--- src/rtl/dac_pacer_pkg.sv ---
// dac_pacer_pkg
// Shared definitions for the DAC sample pacer: the sample width of the
// rvmyth/avsddac path, the DAC mid-scale level used as the idle output,
// the default FIFO depth and a saturating increment for the underrun
// counter.
package dac_pacer_pkg;

  localparam int SAMPLE_W = 10;
  localparam logic [SAMPLE_W-1:0] MIDSCALE = 10'h200;
  localparam int DEFAULT_DEPTH = 8;

  localparam int UCNT_W = 8;
  localparam logic [UCNT_W-1:0] UCNT_MAX = 8'hFF;
  localparam logic [UCNT_W-1:0] UCNT_ONE = 8'h01;

  typedef logic [SAMPLE_W-1:0] sample_t;

  // Increment that sticks at the all-ones value instead of wrapping.
  function automatic logic [UCNT_W-1:0] sat_inc(input logic [UCNT_W-1:0] v);
    if (v == UCNT_MAX) begin
      sat_inc = UCNT_MAX;
    end else begin
      sat_inc = v + UCNT_ONE;
    end
  endfunction

endpackage

--- src/rtl/sync_fifo.sv ---
// sync_fifo
// Single-clock FIFO with DEPTH-wrapping binary pointers carrying one extra
// MSB, so occupancy is a plain pointer difference and full/empty are never
// ambiguous. The head entry is presented combinationally on rdata.
// Ports:
//   clk, reset    : rising-edge clock, synchronous active-high reset
//   push, wdata   : write wdata when push is high and the FIFO is not full
//   pop           : drop the head entry when pop is high and not empty
//   rdata         : current head entry (undefined content when empty)
//   fill          : occupancy, 0..DEPTH
//   full, empty   : occupancy decodes
module sync_fifo #(
  parameter int WIDTH = 10,
  parameter int DEPTH = 8
) (
  input  logic                     clk,
  input  logic                     reset,
  input  logic                     push,
  input  logic                     pop,
  input  logic [WIDTH-1:0]         wdata,
  output logic [WIDTH-1:0]         rdata,
  output logic [$clog2(DEPTH):0]   fill,
  output logic                     full,
  output logic                     empty
);

  localparam int AW = $clog2(DEPTH);
  localparam logic [AW:0] PTR_ZERO = {(AW+1){1'b0}};
  localparam logic [AW:0] PTR_ONE  = {{AW{1'b0}}, 1'b1};
  localparam logic [AW:0] FULL_CNT = (AW+1)'(DEPTH);

  logic [AW:0]      wr_ptr_r;
  logic [AW:0]      rd_ptr_r;
  logic [WIDTH-1:0] mem_r [DEPTH];
  logic             do_push_s;
  logic             do_pop_s;

  assign fill      = wr_ptr_r - rd_ptr_r;
  assign full      = (fill == FULL_CNT);
  assign empty     = (fill == PTR_ZERO);
  assign do_push_s = push & ~full;
  assign do_pop_s  = pop & ~empty;
  assign rdata     = mem_r[rd_ptr_r[AW-1:0]];

  // Pointer update; reset discards the contents by equalising the pointers.
  always_ff @(posedge clk) begin
    if (reset) begin
      wr_ptr_r <= PTR_ZERO;
      rd_ptr_r <= PTR_ZERO;
    end else begin
      if (do_push_s) begin
        wr_ptr_r <= wr_ptr_r + PTR_ONE;
      end
      if (do_pop_s) begin
        rd_ptr_r <= rd_ptr_r + PTR_ONE;
      end
    end
  end

  // Storage array; content needs no reset since the pointers gate visibility.
  always_ff @(posedge clk) begin
    if (do_push_s) begin
      mem_r[wr_ptr_r[AW-1:0]] <= wdata;
    end
  end

endmodule

--- src/rtl/dac_sample_pacer.sv ---
// dac_sample_pacer
// Rate-pacing buffer between the core's sample register and the DAC input
// bus. Samples arrive through valid/ready into a FIFO; one sample is
// released to the DAC per (div+1) clock cycles while enable is high. An
// empty FIFO at release time holds the last DAC value and is recorded as
// an underrun.
// Ports:
//   CLK, reset          : rising-edge clock, synchronous active-high reset
//   in_data, in_valid   : sample from the core; pushed when in_ready is high
//   in_ready            : FIFO not full (from registered state only)
//   enable, div         : pacing enable and period-minus-one in CLK cycles
//   clr_status          : clears underrun flag and counter
//   dac_d, dac_upd      : registered DAC sample and one-cycle update pulse
//   fill                : FIFO occupancy
//   underrun            : sticky underrun flag
//   underrun_cnt        : saturating underrun tick count
module dac_sample_pacer
  import dac_pacer_pkg::*;
#(
  parameter int WIDTH = SAMPLE_W,
  parameter int DEPTH = DEFAULT_DEPTH,
  parameter int DIV_W = 16
) (
  input  logic                   CLK,
  input  logic                   reset,
  input  logic [WIDTH-1:0]       in_data,
  input  logic                   in_valid,
  output logic                   in_ready,
  input  logic                   enable,
  input  logic [DIV_W-1:0]       div,
  input  logic                   clr_status,
  output logic [WIDTH-1:0]       dac_d,
  output logic                   dac_upd,
  output logic [$clog2(DEPTH):0] fill,
  output logic                   underrun,
  output logic [UCNT_W-1:0]      underrun_cnt
);

  // Idle DAC level; equals MIDSCALE at the native 10-bit width.
  localparam logic [WIDTH-1:0] MID_LVL   = WIDTH'(MIDSCALE);
  localparam logic [DIV_W-1:0] CNT_ZERO  = {DIV_W{1'b0}};
  localparam logic [DIV_W-1:0] CNT_ONE   = {{(DIV_W-1){1'b0}}, 1'b1};
  localparam logic [UCNT_W-1:0] UCNT_ZERO = {UCNT_W{1'b0}};

  logic [DIV_W-1:0] cnt_r;
  logic             tick_s;
  logic             push_s;
  logic             pop_s;
  logic             fifo_full_s;
  logic             fifo_empty_s;
  logic [WIDTH-1:0] head_s;

  sync_fifo #(
    .WIDTH (WIDTH),
    .DEPTH (DEPTH)
  ) u_fifo (
    .clk   (CLK),
    .reset (reset),
    .push  (push_s),
    .pop   (pop_s),
    .wdata (in_data),
    .rdata (head_s),
    .fill  (fill),
    .full  (fifo_full_s),
    .empty (fifo_empty_s)
  );

  // Ready comes from the pointer registers, so a same-cycle pop never
  // reaches in_ready combinationally.
  assign in_ready = ~fifo_full_s;
  assign push_s   = in_valid & in_ready;
  assign pop_s    = tick_s & ~fifo_empty_s;

  // Tick decode; >= keeps a live decrease of div from running past the end.
  always_comb begin
    if (enable && (cnt_r >= div)) begin
      tick_s = 1'b1;
    end else begin
      tick_s = 1'b0;
    end
  end

  // Pacing counter: held at zero while disabled, restarts after each tick.
  always_ff @(posedge CLK) begin
    if (reset) begin
      cnt_r <= CNT_ZERO;
    end else if (!enable || tick_s) begin
      cnt_r <= CNT_ZERO;
    end else begin
      cnt_r <= cnt_r + CNT_ONE;
    end
  end

  // DAC output register; dac_d only moves on a pop so the async DAC load
  // sees a single clean transition per sample.
  always_ff @(posedge CLK) begin
    if (reset) begin
      dac_d   <= MID_LVL;
      dac_upd <= 1'b0;
    end else if (pop_s) begin
      dac_d   <= head_s;
      dac_upd <= 1'b1;
    end else begin
      dac_upd <= 1'b0;
    end
  end

  // Underrun status; an underrun tick wins over a simultaneous clear, so
  // the event that caused it is still counted.
  always_ff @(posedge CLK) begin
    if (reset) begin
      underrun     <= 1'b0;
      underrun_cnt <= UCNT_ZERO;
    end else if (tick_s && fifo_empty_s) begin
      underrun     <= 1'b1;
      underrun_cnt <= clr_status ? UCNT_ONE : sat_inc(underrun_cnt);
    end else if (clr_status) begin
      underrun     <= 1'b0;
      underrun_cnt <= UCNT_ZERO;
    end
  end

endmodule

--- config.mk ---
export PLATFORM = sky130hd
export DESIGN_NAME = dac_sample_pacer
export DESIGN_NICKNAME = d
export VERILOG_FILES = /design/src/rtl/dac_pacer_pkg.sv /design/src/rtl/sync_fifo.sv /design/src/rtl/dac_sample_pacer.sv
export SDC_FILE = /design/constraint.sdc
export NUM_CORES = 1
export LEC_CHECK = 0
export BUFFER_PORTS_ARGS = -buffer_cell sky130_fd_sc_hd__buf_4
export CAP_MARGIN = 20
export CORE_ASPECT_RATIO = 0.7
export CORE_MARGIN = 10
export CORE_UTILIZATION = 58
export CTS_CLUSTER_DIAMETER = 50
export CTS_CLUSTER_SIZE = 24
export DETAILED_ROUTE_END_ITERATION = 12
export PLACE_DENSITY = 0.79
export SLEW_MARGIN = 10
export SYNTH_ARGS = -nofsm -noshare
export SYNTH_HDL_FRONTEND = slang
export SYNTH_SLANG_ARGS = --single-unit
--- constraint.sdc ---
create_clock -name CLK -period 3.7 [get_ports CLK]
set_clock_uncertainty 0.05 [all_clocks]
set_input_delay 0.74 -clock CLK [delete_from_list [all_inputs] [get_ports CLK]]
set_output_delay 0.74 -clock CLK [all_outputs]
set_load 0.02 [all_outputs]
# Word-level counts from Yosys, hierarchy flattened

Memory sizes are Yosys's and may differ from the RTL's. A register that Yosys moved wholly into a read port is not among the register bits.
Cells that the tools add are included.

Register bits: 34
RAM bits: 80
Bits of input ports: 31
Output and inout bits: 25
Logic and storage cells: 38
Memories: 1

Memories:

| name         | words | width | rd ports | clocked after Yosys merged registers in | write ports | line            | RTL |
|---|---|---|---|---|---|---|---|
| u_fifo.mem_r | 8     | 10    | 1        | 1                                       | 1           | sync_fifo.sv:34 | `logic [WIDTH-1:0] mem_r [DEPTH];` |

Add/subtract/negate cells: 5
Magnitude comparators: 1
Equality and inequality tests: 2
Muxes and demuxes: 10
Bitwise logic cells: 6
Reductions and logical operators: 7

Operator list:

| cell                  | number |
|---|---|
| $mux 8                | 4 |
| $add 16x1->16 const B | 1 |
| $ge 16x16->1          | 1 |
| $add 4x1->4 const B   | 2 |
| $add 8x1->8 const B   | 1 |
| $eq 8x8->1 const B    | 1 |
| $mux 1                | 6 |
| $and 1x1->1           | 4 |
| $eq 4x4->1 const B    | 1 |
| $logic_not 4->1       | 1 |
| $sub 4x4->4           | 1 |
| $logic_and 1x1->1     | 2 |
| $not 1->1             | 2 |
| $reduce_bool 2->1     | 1 |
| $reduce_or 2->1       | 1 |
| $logic_not 1->1       | 1 |
| $logic_or 1x1->1      | 1 |

# Depth between registers and ports, before layout

Depth in word-level cells: 7
Depth in mapped cells: 12
Mapped depth without buffers: 10

# Cells and area by module

Synthesis repeated with hierarchy kept, for this count alone.

Cell total of the unflattened synthesis: 412
Area, all modules: 5627.9 um^2

Modules (own cells, without submodules):

| module           | instances | cells an instance | area each (um^2) | sequential area each (um^2) |
|---|---|---|---|---|
| sync_fifo        | 1         | 196               | 3708.6           | 2622.5 |
| dac_sample_pacer | 1         | 216               | 1919.3           | 720.7 |

# Worst setup path before layout

OpenSTA, ideal clock, no wires.

Kind: register to register
Start point: register u_fifo.rd_ptr_r[1]
End point: memory u_fifo.mem_r[2][0] (enable)
Setup time: 0.408 ns
Data arrival time: 3.331 ns
Data required time: 3.242 ns
Setup slack: -0.088 ns
Cell stages (with the launch flop): 9
Buffers on the path: 1
Clock period less this slack: 3.788 ns
Cell sequence: dfxtp_1 clkbuf_1 inv_1 fa_1 xor2_1 nor3_1 nand2_1 nand2_1 nor4b_1

Longest elaborated chain between the ends: 7

Ends and longest elaborated chain:

| what                             | line                   | RTL |
|---|---|---|
| start: declaration               | sync_fifo.sv:33        | `logic [AW:0] rd_ptr_r;` |
| start signal: assignment         | sync_fifo.sv:55        | `rd_ptr_r <= rd_ptr_r + PTR_ONE;` |
| $sub 4x4->4 (*)                  | sync_fifo.sv:38        | `assign fill = wr_ptr_r - rd_ptr_r;` |
| via fill[2]                      | dac_sample_pacer.sv:34 | `output logic [$clog2(DEPTH):0] fill,` |
| $eq 4x4->1 (*)                   | sync_fifo.sv:39        | `assign full = (fill == FULL_CNT);` |
| $not 1->1 (*)                    | dac_sample_pacer.sv:70 | `assign in_ready = ~fifo_full_s;` |
| via in_ready                     | dac_sample_pacer.sv:28 | `output logic in_ready,` |
| $and 1x1->1                      | dac_sample_pacer.sv:71 | `assign push_s = in_valid & in_ready;` |
| $and 1x1->1 (*)                  | sync_fifo.sv:41        | `assign do_push_s = push & ~full;` |
| $mux 1 (*)                       | sync_fifo.sv:62        | `if (do_push_s) begin` |
| $mux 1 (not written as such) (*) | sync_fifo.sv:63        | `mem_r[wr_ptr_r[AW-1:0]] <= wdata;` |
| end: declaration                 | sync_fifo.sv:34        |  |

Mark *: on every way through the listed nets, which the timed path passes. The rest lies on a longest branch.

# Worst setup path after layout

Start point: register u_fifo.wr_ptr_r[0]
End point: output in_ready

Longest elaborated chain between the ends: 3

Ends and longest elaborated chain:

| what                     | line                   | RTL |
|---|---|---|
| start: declaration       | sync_fifo.sv:32        | `logic [AW:0] wr_ptr_r;` |
| start signal: assignment | sync_fifo.sv:52        | `wr_ptr_r <= wr_ptr_r + PTR_ONE;` |
| $sub 4x4->4              | sync_fifo.sv:38        |  |
| $eq 4x4->1               | sync_fifo.sv:39        |  |
| $not 1->1                | dac_sample_pacer.sv:70 |  |
| end: declaration         | dac_sample_pacer.sv:28 |  |

No other way between the ends.

==> flow_summary.toml <==
[run_status]
outcome = "finished, final reports clean"

[setup_path]
crit_arrival_ps = 2620
path_cells = "inv_1 -> ha_1 -> inv_1 -> fa_1 -> nor3_1 -> nand2_1 -> buf_4"
max_stage_delay_ps = 520
startpoint = "u_fifo.wr_ptr_r[0]"
crit_path_frequent_cell = "inv_1"
crit_type = "reg2out"
worstPathRequired_ps = 2910
worst_path_max_delay_cell = "dfxtp_1"
startpoint_type = "flop"
critPathMaxFanout = 8
worstReg2RegStart = "u_fifo.wr_ptr_r[0]"
worst_r2r_path_depth = 10
r2r_slack_ps = 350
end_kind = "output port"
cp-endpoint = "in_ready"
regToRegEndpoint = "u_fifo.mem_r[6][8]"

[floorplan]
dieWidth_um = 135.0
pin_count = 56
die_area_um2 = 13560
initial_core_util_pct = 59.38
die_y_um = 100.5
core_um2 = 9035
row_count = 29

[pwr]
power.leakage_nw = 2.557
vdd_drop_max_uv = 398.9
p_per_area_nw_per_um2 = 509.6

[cts]
root_buffer = "clkbuf_16"
clk_path_buf_depth = 2
cts_buffers = 17
clk_latency_ps = 410
cts_tree = "done"
htreeDepth = 4
cts_hold_buf = 0
cts.clk_slew.worst_paths_ps = 50
clock-sinks = 124
post_cts_resized = 0
post_cts_buffers = 0

[sta]
finalSetupViolCount = 0
rsz0062_at_grt = "no"
layout_setup_ws_ps = 294.1
finalHoldViolations = 0
tns_ps = 0
period_needed_ps = 3406
worstMarginPinSlew_ps = 666.6
fmax_ghz = 0.2936
slew_viol_final = 0
relSlewSlack_pct = 55.15
post-route-period-util_pct = 92.05

[synthesis]
yosys_most_used_dff = "edfxtp_1"
synth_edf_count = 80
synth_top_cells_by_area = "edfxtp_1, dfxtp_1, mux4_2"
synth_area_um2 = 5365
synth_nets = 445
yosysTopAreaCellShare_pct = 44.78
synth.avg_cell_area_um2 = 13.76
seq_area_frac_synth_pct = 61.19
syn-instance-count = 390
synthTopCellsByCount = "edfxtp_1, dfxtp_1, nor2_1, inv_1, ha_1"
ys_types = 46
ys_ff_latch = 124
synth_top_area_cell = "edfxtp_1"
ys_warn_count = 0
synthArstFlopShare_pct = 0
yosysMostFrequentCell = "edfxtp_1"

[cells_and_area]
postLayoutCoreUtil_pct = 73.20
drive_gt1_share_pct = 26.67
area_growth_pct = 23.27
final_nets = 522
diodes = 0

[global_route]
antenna_found_initial = 0
grt_max_degree = 26
grt_pass1_wl_um = 18190
grt-ovfl-total = 0
grt_pass1_vias = 3449
grt_usage_pct = 17.38

[detailed_routing]
finalWirelength_um = 11250
ant_nets = 0
wl_per_cell_um = 18.63
dr.pass1.iters = 4
vias_per_cell = 5.659
vias = 3418
drc = 0
drt_iter0_drc = 276

[placed_design]
dpl.hpwl_um = 7679
pre_cts_slack_ps = 533.6
gp_congestion = 0.8002
port-buffer-count = 55

[flow_run]
cap_violations = 0

[hold_path]
hold_path_class = "reg2reg"
## sequential cells by signal, summed over array words and instances, names as in the netlist
name,flops
cnt_r,16
dac_d,10
dac_upd,1
u_fifo.mem_r,80
u_fifo.rd_ptr_r,4
u_fifo.wr_ptr_r,4
underrun,1
underrun_cnt,8
## kinds of logic after synthesis
family | synth area share [%]
and+or+nand+nor | 9.398
xor gates and xnor gates | 3.102
buffers and inverters | 3.242
adders and majority gates | 5.737
AOI/OAI and AO/OA | 6.670
muxes | 10.66
DFF | 61.19
## how the worst min path moves through the flow
| stage | startpoint | endpoint | slack (ps) | depth (start not counted) |
|---|---|---|---|---|
| finish | underrun | underrun | 440 | 2 |
| global route | dac_d[3] | dac_d[3] | 460 | 2 |
| CTS | cnt_r[0] | cnt_r[0] | 440 | 1 |
| detailed placement | underrun | underrun | 430 | 2 |
| global placement | cnt_r[0] | cnt_r[0] | 420 | 1 |
| floorplan | cnt_r[0] | cnt_r[0] | 390 | 1 |
## layer usage
layer | GRT usage, % | up-vias | share of wire (%)
met5 | 0 | - | 0
met4 | 6.931 | 0 | 1.9
met3 | 6.375 | 20 | 9.5
met2 | 25.92 | 135 | 46
met1 | 22.64 | 1644 | 42
li1 | - | 1619 | -
## cell usage in the layout (no fill, tap or decap), types with 3 or more instances in the layout
cell type   n
a211oi_1   13
a21o_1      4
a21oi_1    13
a311oi_1    5
and2_1      4
and3_1      6
buf_4      72
clkbuf_1    3
clkbuf_16  18
clkbuf_8    4
clkinv_1    3
dfxtp_1    44
edfxtp_1   80
ha_1       23
inv_1      27
mux2i_1    11
mux4_2     20
nand2_1    11
nand3_1    12
nand4_1     5
nor2_1     40
nor2b_1     3
nor3_1      7
xnor2_1     8
xor2_1     11
## layout make-up
| type | count | area [um2] |
|---|---|---|
| clock buffer | 25 | 516.7 |
| clock inverter | 7 | 86.33 |
| fill | 551 | 2421 |
| inverter | 28 | 105.1 |
| multi-input combinational | 224 | 1927 |
| sequential | 124 | 3283 |
| tap | 124 | 155.1 |
| timing repair buffer | 72 | 540.5 |
## stage by stage
| stage | instance area (um2) | cells | hold slack (ps) | power, W |
|---|---|---|---|---|
| 6_report | 6614 | 604 | 441.4 | 0.003371 |
| 5_1_grt | 6614 | 604 | 464.2 | 0.003485 |
| 4_1_cts | 6614 | 604 | 436.3 | 0.003396 |
| 3_5_place_dp | 6011 | 572 | 430.6 | 0.001747 |
| 3_3_place_gp | 6011 | 572 | 418.0 | 0.001737 |
| 2_1_floorplan | 5371 | 390 | 390.9 | 0.001657 |
## where the power goes
part	leakage, nW	switching, W	internal (W)
clock	0.297	0.000550	0.00110
sequential	1.08	0.0000200	0.00151
combinational	1.18	0.000109	0.0000820
total	2.56	0.000679	0.00269
## worst max-delay path: cells and delay by family, from the launching register on
kind | cells | cell delay, ps
buffers and inverters | 3 | 450
flip-flops | 1 | 520
adder cells (fa/ha/maj) | 2 | 670
AND/OR/NAND/NOR | 2 | 580
Power figures use the tool's default switching activity.
